### src/rtl/instr_fetch_stage.sv
// instr_fetch_stage: owns the fetch PC, issues word requests to instruction
// memory over req/gnt/rvalid, and pairs each returned word with its PC in a
// small prefetch FIFO whose head is presented to the IF/ID register.
// Optional build macro: FETCH_PERF_EN adds perf_fetched / perf_stall counters.
module instr_fetch_stage #(
    parameter logic [31:0] RESET_PC        = 32'h0000_0000,
    parameter int          FIFO_DEPTH      = 2,
    parameter int          MAX_OUTSTANDING = 2
) (
    input  logic        clk,
    input  logic        reset_n,
    input  logic        stall,
    input  logic        redirect_valid,
    input  logic [31:0] redirect_pc,
    output logic        imem_req,
    output logic [31:0] imem_addr,
    input  logic        imem_gnt,
    input  logic        imem_rvalid,
    input  logic [31:0] imem_rdata,
    output logic        f_valid,
    output logic [31:0] f_instr,
    output logic [31:0] f_pc
`ifdef FETCH_PERF_EN
    ,
    output logic [31:0] perf_fetched,
    output logic [31:0] perf_stall
`endif
);
    localparam int FPW        = $clog2(FIFO_DEPTH);
    localparam int FCW        = $clog2(FIFO_DEPTH + 1);
    localparam int QPW        = (MAX_OUTSTANDING > 1) ? $clog2(MAX_OUTSTANDING) : 1;
    localparam int QCW        = $clog2(MAX_OUTSTANDING + 1);
    localparam int PEND_SLOTS = 1 << QPW;
    // Back-to-back redirects can stack killed requests beyond one window of
    // outstanding ones, so the kill counter gets some headroom.
    localparam int KCW        = QCW + 3;

    logic [31:0]    pc_q;
    logic [31:0]    fifo_instr [FIFO_DEPTH];
    logic [31:0]    fifo_pc    [FIFO_DEPTH];
    logic [FPW-1:0] fifo_rd;
    logic [FPW-1:0] fifo_wr;
    logic [FCW-1:0] fifo_count;
    logic [31:0]    pend_pc    [PEND_SLOTS];
    logic [QPW-1:0] pend_rd;
    logic [QPW-1:0] pend_wr;
    logic [QCW-1:0] outstanding;
    logic [KCW-1:0] kill_cnt;

    logic           handshake;
    logic           accept;
    logic           pop;
    logic           in_flight;
    logic [KCW-1:0] kill_redirect;
    logic           unused_rpc_lsb;

    assign unused_rpc_lsb = ^redirect_pc[1:0];

    // Issue credit, response acceptance and FIFO head presentation.
    always_comb begin
        imem_req  = reset_n && !redirect_valid
                  && ((32'(fifo_count) + 32'(outstanding)) < 32'(FIFO_DEPTH))
                  && (32'(outstanding) < 32'(MAX_OUTSTANDING));
        imem_addr = pc_q;
        handshake = imem_req && imem_gnt;
        in_flight = (kill_cnt != '0) || (outstanding != '0);
        // A response is ours only when nothing killed is still ahead of it.
        accept    = imem_rvalid && !redirect_valid && (kill_cnt == '0)
                  && (outstanding != '0);
        f_valid   = (fifo_count != '0);
        pop       = f_valid && !stall && !redirect_valid;
        // Everything still in flight becomes junk on a redirect, except a
        // response landing in the same cycle, which is dropped right here.
        kill_redirect = kill_cnt + KCW'(outstanding)
                      - KCW'(imem_rvalid && in_flight);
        f_instr   = '0;
        f_pc      = '0;
        if (f_valid) begin
            f_instr = fifo_instr[fifo_rd];
            f_pc    = fifo_pc[fifo_rd];
        end
    end

    // PC, pending-PC queue pointers and kill counter.
    always_ff @(posedge clk or negedge reset_n) begin
        if (!reset_n) begin
            pc_q        <= RESET_PC;
            pend_rd     <= '0;
            pend_wr     <= '0;
            outstanding <= '0;
            kill_cnt    <= '0;
        end else if (redirect_valid) begin
            pc_q        <= {redirect_pc[31:2], 2'b00};
            pend_rd     <= '0;
            pend_wr     <= '0;
            outstanding <= '0;
            kill_cnt    <= kill_redirect;
        end else begin
            if (handshake) begin
                pc_q    <= pc_q + 32'd4;
                pend_wr <= pend_wr + 1'b1;
            end
            if (accept) begin
                pend_rd <= pend_rd + 1'b1;
            end
            outstanding <= outstanding + QCW'(handshake) - QCW'(accept);
            if (imem_rvalid && (kill_cnt != '0)) begin
                kill_cnt <= kill_cnt - 1'b1;
            end
        end
    end

    // Remember the address of every accepted request until its word returns.
    always_ff @(posedge clk) begin
        if (handshake) begin
            pend_pc[pend_wr] <= pc_q;
        end
    end

    // Prefetch FIFO occupancy and pointers; a redirect flushes it.
    always_ff @(posedge clk or negedge reset_n) begin
        if (!reset_n) begin
            fifo_rd    <= '0;
            fifo_wr    <= '0;
            fifo_count <= '0;
        end else if (redirect_valid) begin
            fifo_rd    <= '0;
            fifo_wr    <= '0;
            fifo_count <= '0;
        end else begin
            if (accept) begin
                fifo_wr <= fifo_wr + 1'b1;
            end
            if (pop) begin
                fifo_rd <= fifo_rd + 1'b1;
            end
            fifo_count <= fifo_count + FCW'(accept) - FCW'(pop);
        end
    end

    // FIFO payload: returned word paired with the oldest pending PC.
    always_ff @(posedge clk) begin
        if (accept) begin
            fifo_instr[fifo_wr] <= imem_rdata;
            fifo_pc[fifo_wr]    <= pend_pc[pend_rd];
        end
    end

`ifdef FETCH_PERF_EN
    // Delivered-instruction and decode-stall counters, frozen on redirect.
    always_ff @(posedge clk or negedge reset_n) begin
        if (!reset_n) begin
            perf_fetched <= '0;
            perf_stall   <= '0;
        end else if (!redirect_valid) begin
            if (pop) begin
                perf_fetched <= perf_fetched + 32'd1;
            end
            if (f_valid && stall) begin
                perf_stall <= perf_stall + 32'd1;
            end
        end
    end
`endif

`ifndef SYNTHESIS
    // A response with nothing issued and nothing to kill has no owner.
    stray_rvalid: assert property (@(posedge clk) disable iff (!reset_n)
        !(imem_rvalid && (outstanding == '0) && (kill_cnt == '0)));
`endif

endmodule

### config.mk
export PLATFORM = sky130hd
export DESIGN_NAME = instr_fetch_stage
export DESIGN_NICKNAME = d
export VERILOG_FILES = /design/src/rtl/instr_fetch_stage.sv
export SDC_FILE = /design/constraint.sdc
export NUM_CORES = 1
export LEC_CHECK = 0
export ABC_AREA = 1
export CAP_MARGIN = 20
export CORE_MARGIN = 3
export CORE_UTILIZATION = 25
export DETAILED_ROUTE_END_ITERATION = 10
export PLACE_DENSITY = 0.51
export SLEW_MARGIN = 30
export SYNTH_ARGS = -nofsm -noshare
export SYNTH_HDL_FRONTEND = slang
export SYNTH_SLANG_ARGS = --single-unit
### constraint.sdc
create_clock -name clk -period 5.7 [get_ports clk]
set_input_delay 1.14 -clock clk [delete_from_list [all_inputs] [get_ports clk]]
set_output_delay 1.14 -clock clk [all_outputs]
set_load 0.1 [all_outputs]
# After elaboration in Yosys (flattened, before gate mapping)
# Memory sizes are Yosys's and may differ from the RTL's.
# Index checks and enable logic that the tools add are counted.
[op_classes] reduce_logical=22 mul=0 eq_ne=0 div_mod_pow=0 shifts=0 mux=20 add_sub_neg=13 n_bitwise=0 n_lt_le_gt_ge=2
[ops] op="two-way mux 32 bit" n=4
[ops] op="adder 32 x 3 -> 32 bit, second input constant" n=1
[ops] op="two-way mux 1 bit" n=12
[ops] op="nonzero test 2 bit" n=6
[ops] op="logical AND 1 bit" n=11
[ops] op="two-way mux 5 bit" n=2
[ops] op="adder 5 x 2 -> 5 bit" n=1
[ops] op="logical NOT 5 bit" n=1
[ops] op="nonzero test 5 bit" n=1
[ops] op="subtractor 5 x 1 -> 5 bit" n=1
[ops] op="subtractor 5 x 1 -> 5 bit, second input constant" n=1
[ops] op="adder 1 bit, second input constant" n=4
[ops] op="adder 2 x 1 -> 2 bit" n=2
[ops] op="two-way mux 2 bit" n=2
[ops] op="subtractor 2 x 1 -> 2 bit" n=2
[ops] op="adder 2 x 2 -> 3 bit" n=1
[ops] op="< comparator 3 x 2 -> 1 bit, second input constant" n=1
[ops] op="logical NOT 1 bit" n=2
[ops] op="< comparator 2 bit, second input constant" n=1
[ops] op="logical OR 1 bit" n=1
[word_totals] elab_cells=68 mem_count=3 inputBits=70 out_inout_bits=98 romBits=0 regBits=45 ramBits=192 latch_bits=0
[mem_list] name="fifo_instr" depth=2 width=32 rd=1 rd_ports_with_merged_regs=0 write_ports=1 line="39" text="logic [31:0] fifo_instr [FIFO_DEPTH];"
[mem_list] name="fifo_pc" depth=2 width=32 rd=1 rd_ports_with_merged_regs=0 write_ports=1 line="40" text="logic [31:0] fifo_pc [FIFO_DEPTH];"
[mem_list] name="pend_pc" depth=2 width=32 rd=1 rd_ports_with_merged_regs=0 write_ports=1 line="44" text="logic [31:0] pend_pc [PEND_SLOTS];"

# Depth between registers and ports, before layout
# Gate-level depths: netlist (run 1).
[depth] word_depth=8 mapped_depth=17 ltp_nobuf=17

# Worst setup path after synthesis (run 1)
# OpenSTA, ideal clock, no wires.
[synth_timing] kind="in2reg" from="input redirect_valid" to="memory fifo_instr[0][0], enable pin" setup_time_ps=482 required_time_ps=5218 arrival_time_ps=4293 stages=4 n_path_buf=1 slack_ps=925 path_cell_list="buf_6 nor3_1 inv_1 nor2_1"
[synth_via] elab_chain_len=6
[synth_rtl] item="start, declared" line="13" text="input logic redirect_valid,"
[synth_rtl] item="logical NOT 1 bit" line="68" text="accept = imem_rvalid && !redirect_valid && (kill_cnt == '0)"
[synth_rtl] item="logical AND 1 bit (2 in a row)" line="68"
[synth_rtl] item="logical AND 1 bit" line="69" text="&& (outstanding != '0);"
[synth_rtl] item="two-way mux 1 bit" line="143" text="if (accept) begin"
[synth_rtl] item="two-way mux 1 bit (not written as such)" line="144" text="fifo_instr[fifo_wr] <= imem_rdata;"
[synth_rtl] item="end, declared" line="39"
# No other way between the ends.

# Worst setup path after layout (run 1)
[layout_timing] from="register fifo_rd" to="output f_pc[30]"
[layout_via] elab_chain_len=2
[layout_rtl] item="start, declared" line="41" text="logic [FPW-1:0] fifo_rd;"
[layout_rtl] item="start signal, assigned" line="135" text="fifo_rd <= fifo_rd + 1'b1;"
[layout_rtl] item="memory read (2 x 32 bit)"
[layout_rtl] item="two-way mux 32 bit" line="78" text="if (f_valid) begin"
[layout_rtl] item="end, declared" line="22" text="output logic [31:0] f_pc"
# No other way between the ends.

==> metrics.yaml, run 1 <==
avgRoutedWirePerCell_um: 15.8
cp_data_required_time_ns: 4.56
synth_seq_cells: 227
hpwlAfterDp_um: 17100
fin_crit_sh: 0.743
crit_arrival_ns: 3.09
clkTransAtPathRegs_ns: 0.06
r2r_slack_ns: 2.91
slowest_delay_ns: 1.19
via_count: 6863
grtUsageTotal: 0.119
io_buffers: 161
ir_drop_mv: 0.205
cts_max_level: 1
grt_pass1_wl_um: 39400
postCtsResizedCells: 0
drt_iter0_markers: 308
pin_count: 168
die_y_um: 206
setup_viol: 0
cts_buffers: 27
ys.flop_type: "edfxtp_1"
ant_nets: 0
grt_max_degree: 65
finalHoldViolCount: 0
wl_um: 25600
drv_slew: 0
start_util: 0.256
clock_skew_ns: 0.0356
startpoint_type: "register"
p_leak_nw: 4.90
clock_sinks: 227
ys_async_sr_fraction: 0.189
synth-edff-count: 184
worst_pin_slew_ns: 1.03
critical_path.startpoint: "fifo_rd"
cts_root_buf: "clkbuf_16"
wl_met3_um: 1380
yosys.area.top_type: "edfxtp_1"
fin_cells: 1619
worstRegToRegCells: 16
synth_area_um2: 9970
fillerInstances: 3951
wl_met1_um: 12200
path_max_fanout: 62
rsz0062_at_grt: "false"
avgSynthCellArea_um2: 10.9
wl_met2_um: 11300
clock_latency_ns: 0.56
grt-ovfl-total: 0
synth_area_leaders: "edfxtp_1 55%, dfrtp_1 11%, nand2_1 11%"
fin_setup_tns_ns: 0
hp-class: "reg -> reg"
r2r-start: "kill_cnt[2]"
status: "complete, no violations"
die_w_um: 206
slew_headroom: 0.311
slowest_stage: "clkdlybuf4s50_1"
row_count: 72
period_needed_ns: 4.23
cts_max_path_buffers: 3
r2r_end: "kill_cnt[4]"
grt_pass1_vias: 6884
avgViaCountPerCell: 4.24
end_kind: "primary output"
yosysTopAreaCellShare: 0.554
drt-pass1-iter-count: 4
synth_cells: 911
antenna_found_initial: 0
path_cells: "buf_4 > nand2_1 > a21oi_1 > clkdlybuf4s50_1"
final_layout_size_suffix_gt1_frac: 0.114
hold_buffers: 0
fin_nets: 1168
endpoint: "f_pc[30]"
synth_cell_types: 34
drc_errors: 0
yosysWarnings: 0
placed_cells: 1570
syn2layout_area_growth_pct: 30.7
cts_tree: "yes"
diodes: 0
power.density_nw_per_um2: 339
gp_routability_congestion: 0.837
core_um2: 39000
cts_setup_buffers: 0
top_layer: "met4"
die_area_um2: 42300
yosysSeqAreaShare: 0.662
cap_viol_max_count: 0
whs_ns: 0.562
fmax_mhz: 236
criticalPathCategory: "reg -> out"
==> layout make-up <==
| class | instances | area (µm²) | area share |
|---|---|---|---|
| clock inverters | 16 | 204 | 0.0156 |
| well taps | 518 | 648 | 0.0497 |
| flip-flops and latches | 227 | 6600 | 0.507 |
| inverters | 69 | 265 | 0.0203 |
| clock buffers | 33 | 718 | 0.0551 |
| multi-input cells | 582 | 2960 | 0.227 |
| repair buffers | 174 | 1640 | 0.126 |
==> critical path: cells and delay by family (launching register included) <==
kind                   cells  cell delay (ns)
and+or+nand+nor            1             0.11
AOI/OAI and AO/OA          1             0.27
buffers and inverters      2             1.76
DFF                        1             0.36
==> metrics by stage <==
step                setup slack (ns)  total power (W)   util  instance area (µm²)
global route                    1.31          0.00463  0.334                13000
detailed placement              1.67          0.00270  0.311                12100
floorplan                      0.925          0.00247      -                 9980
global placement                1.73          0.00269  0.313                12200
finish                          1.47          0.00442  0.334                13000
CTS                             1.37          0.00449  0.334                13000
==> Yosys cell counts (2+ instances only) <==
library cell  count
o211ai_1          6
nand3_1          63
inv_2             2
o21ai_0          23
mux2_2           30
dfrtp_1          43
buf_6             3
xor2_1            5
fa_1              2
o21bai_1          8
edfxtp_1        184
nor2_1           56
xnor2_1           4
nor2_2            3
inv_1            65
clkbuf_1         24
nor3_1            3
ha_1             15
buf_2             3
nand2_1         282
buf_4             6
a21oi_1          67
nand2_4           2
and2_1            2
==> worst min-delay path by stage <==
stage | cells past startpoint | slack, ns | endpoint | start
2_1_floorplan | 1 | 0.48 | fifo_wr | fifo_wr
5_1_grt | 1 | 0.59 | fifo_pc[1][19] | pend_pc[1][19]
3_5_place_dp | 1 | 0.55 | fifo_pc[0][20] | pend_pc[1][20]
6_report | 1 | 0.56 | fifo_pc[1][21] | pend_pc[1][21]
3_3_place_gp | 1 | 0.54 | fifo_pc[0][21] | pend_pc[1][21]
4_1_cts | 1 | 0.57 | fifo_pc[1][19] | pend_pc[1][19]
==> state kept, by name, indices dropped and copies added (netlist names), 2 cells and up <==
signal and count:
fifo_pc 60, kill_cnt 5, fifo_count 2, pend_pc 60, imem_addr 30, fifo_instr 64
outstanding 2
==> placed cells by master, fill, tap and decap left out, types with 12 or more instances in the layout <==
cell type / netlist / layout
nand2_1: 282 / 282
edfxtp_1: 184 / 184
clkdlybuf4s50_1: 0 / 141
a21oi_1: 67 / 67
inv_1: 65 / 65
nand3_1: 63 / 63
nor2_1: 56 / 51
dfrtp_1: 43 / 42
mux2_2: 30 / 30
clkbuf_16: 0 / 27
o21ai_0: 23 / 23
buf_2: 3 / 19
ha_1: 15 / 15
buf_4: 6 / 12
==> layer usage <==
metal  vias to the layer above  track usage
met5                         -            0
met4                         0       0.0354
met3                        41       0.0212
met2                       175        0.187
met1                      3216        0.168
li1                       3431            -
==> report_power, final <==
part           internal, W  switching (W)  total [W]  leakage [nW]
Combinational     0.000222       0.000493   0.000715          2.26
Clock              0.00108       0.000682    0.00176         0.453
Sequential         0.00186      0.0000794    0.00194          2.19
==> cell families after synthesis <==
group | Yosys count | share of synthesized area
adders and majority gates | 17 | 0.0228
buffers and inverters | 105 | 0.0450
AOI/OAI and AO/OA | 104 | 0.0557
muxes | 30 | 0.0339
other | 1 | 0.000376
and+or+nand+nor | 418 | 0.172
DFF | 227 | 0.662
xor gates and xnor gates | 9 | 0.00790
Note: power is estimated with default switching activity, not from simulation.
==> run 2: changes to the inputs <==
clock period = 4.2 ns   (was 5.7 ns; I/O delays follow)
==> run 2 against run 1 <==
- non-clock buffer count up 6
- die area unchanged
- clock-buffer cell count did not move
- sequential cell count stayed put
- clock skew fell by 0.015 ns
- register-to-register slack lost 1.4 ns
- setup slack lost 0.57 ns
- via count increased by 0.90%
==> metrics.yaml, run 2 (synthesis gave the netlist of run 1 again) <==
avgRoutedWirePerCell_um: 15.9  # was 15.8 µm
ir_drop_mv: 0.221  # was 0.205 mV
hp-class: "in -> async"  # was reg -> reg
wl_um: 25800  # was 25600 µm
startpoint_type: "register"  # unchanged
diodes: 0  # unchanged
power_frac_seq: 0.452  # was 0.439
mostFrequentLayoutCell: "nand2_1"  # unchanged
syn2layout_area_growth_pct: 30.7  # about the same
criticalPathCategory: "reg -> out"  # unchanged
cp_num_buf_inv: 3  # was 2
p_clk_frac: 0.380  # was 0.399
post_dp_cell_area_um2: 12200  # was 12100 µm²
final_layout_size_suffix_gt1_frac: 0.161  # was 0.114
avgViaCountPerCell: 4.26  # was 4.24
largest_reg_flops: 64  # unchanged
cts_buffers: 27  # unchanged
clkTransAtPathRegs_ns: 0.06  # about the same
p_total_w: 0.00582  # was 0.00442 W
slew_headroom: 0.315  # was 0.311
drt_iter0_markers: 381  # was 308
multiInputGateArea_um2: 2960  # unchanged
die_w_um: 206  # unchanged
final_area_um2: 13000  # about the same
cts_tree: "yes"  # unchanged
setup_viol: 0  # unchanged
slowest_delay_ns: 0.48  # was 1.19 ns
slowest_stage: "buf_4"  # was clkdlybuf4s50_1
drv_slew: 0  # unchanged
power.density_nw_per_um2: 447  # was 339 nW/µm²
io_buffers: 161  # unchanged
rsz0062_at_grt: "false"  # unchanged
clock_skew_ns: 0.0203  # was 0.0356 ns
clock_latency_ns: 0.54  # was 0.56 ns
register_area_um2: 6600  # unchanged
worst_pin_slew_ns: 1.02  # was 1.03 ns
hold_buffers: 0  # unchanged
fillerInstances: 3900  # was 3951
path_common_cell: "buf_4"
crit_family: "buffers and inverters"  # unchanged
hpwlAfterDp_um: 17800  # was 17100 µm
period_needed_ns: 3.31
combPwrFrac: 0.168  # was 0.162
antenna_found_initial: 0  # unchanged
end_kind: "primary output"  # unchanged
finalHoldViolCount: 0  # unchanged
dpl_worst_slack_ns: 0.862  # was 1.67 ns
mostFrequentLayoutCells: "282 x nand2_1, 184 x edfxtp_1, 94 x clkdlybuf4s50_1, 73 x buf_4, 67 x a21oi_1"  # was 282 x nand2_1, 184 x edfxtp_1, 141 x clkdlybuf4s50_1, 67 x a21oi_1, 65 x inv_1
cap_viol_max_count: 0  # unchanged
grt-ovfl-total: 0  # unchanged
via_count: 6925  # was 6863
drt-pass1-iter-count: 4  # unchanged
worst_slack_ns: 0.893  # was 1.47 ns
fin_crit_sh: 0.787
ant_nets: 0  # unchanged
status: "complete, no violations"  # unchanged
fin_setup_tns_ns: 0  # unchanged
crit_arrival_ns: 2.47  # was 3.09 ns
grt_pass1_wl_um: 40000  # was 39400 µm
path_max_fanout: 37  # was 62
core_um2: 39000  # unchanged
path_cells: "nor2_4 > buf_4 > buf_4 > a21oi_1 > buf_4"  # was buf_4 > nand2_1 > a21oi_1 > clkdlybuf4s50_1
p_leak_nw: 5.02  # was 4.90 nW
pin_count: 168  # unchanged
start_util: 0.256  # unchanged
clock_sinks: 227  # unchanged
r2r_slack_ns: 1.47  # was 2.91 ns
netSwitchingFraction: 0.292  # was 0.284
internal_power_w: 0.00413  # was 0.00317 W
cp_data_required_time_ns: 3.36  # was 4.56 ns
cts_max_path_buffers: 3  # unchanged
row_count: 72  # unchanged
cts_setup_buffers: 0  # unchanged
die_area_um2: 42300  # unchanged
drc_errors: 0  # unchanged
grt_pass1_vias: 6859  # was 6884
cts_max_level: 1  # unchanged
top_regs: "fifo_instr: 64 flops, fifo_pc: 60 flops, pend_pc: 60 flops"  # unchanged
grt_max_degree: 63  # was 65
p_switching_w: 0.00170  # was 0.00125 W
postCtsResizedCells: 0  # unchanged
fmax_mhz: 302
grtUsageTotal: 0.121  # was 0.119
cts_root_buf: "clkbuf_16"  # unchanged
gp_routability_congestion: 0.806  # was 0.837
largest_register: "fifo_instr"  # unchanged
die_y_um: 206  # unchanged
fin_nets: 1174  # was 1168
run 2: area by class of cell:
class	instances	share of cell area
inverter	69	0.0204
clock buffer	33	0.0551
timing repair buffer	180	0.130
sequential	227	0.507
multi-input combinational	582	0.227
tap	518	0.0497
clock inverter	16	0.0111
run 2: power groups by stage:
stage,Sequential [W],Clock [W],Combinational [W]
after detailed placement,0.00268,0,0.000987
after global placement,0.00268,0,0.000981
after CTS,0.00263,0.00228,0.000991
final,0.00263,0.00221,0.000978
after global routing,0.00265,0.00237,0.00108
after floorplan,0.00288,0,0.000471
run 2: worst paths after layout:
kind                               start     endpoint  depth (start not counted)
setup reg to reg             kill_cnt[2]  kill_cnt[4]                         16
max in group asynchronous        reset_n      fifo_rd                          2
hold / removal                   reset_n  kill_cnt[2]                          2
hold reg to reg                  pend_rd      pend_rd                          1
setup / recovery           fifo_count[1]  f_instr[16]                          5
min in group clk                 pend_rd      pend_rd                          1
run 2: through the flow:
step           instances  hold WS [ns]   util
3_5_place_dp        1576         0.547  0.312
4_1_cts             1625         0.476  0.334
2_1_floorplan        914         0.482      -
3_3_place_gp        1576         0.544  0.312
6_report            1625         0.460  0.334
5_1_grt             1625         0.494  0.334
run 2: layer usage:
metal	vias up	routed length [µm]	global-route usage
met2	194	11400	0.189
li1	3435	-	-
met1	3261	12100	0.173
met3	35	1680	0.0226
met5	-	0	0
met4	0	551	0.0290
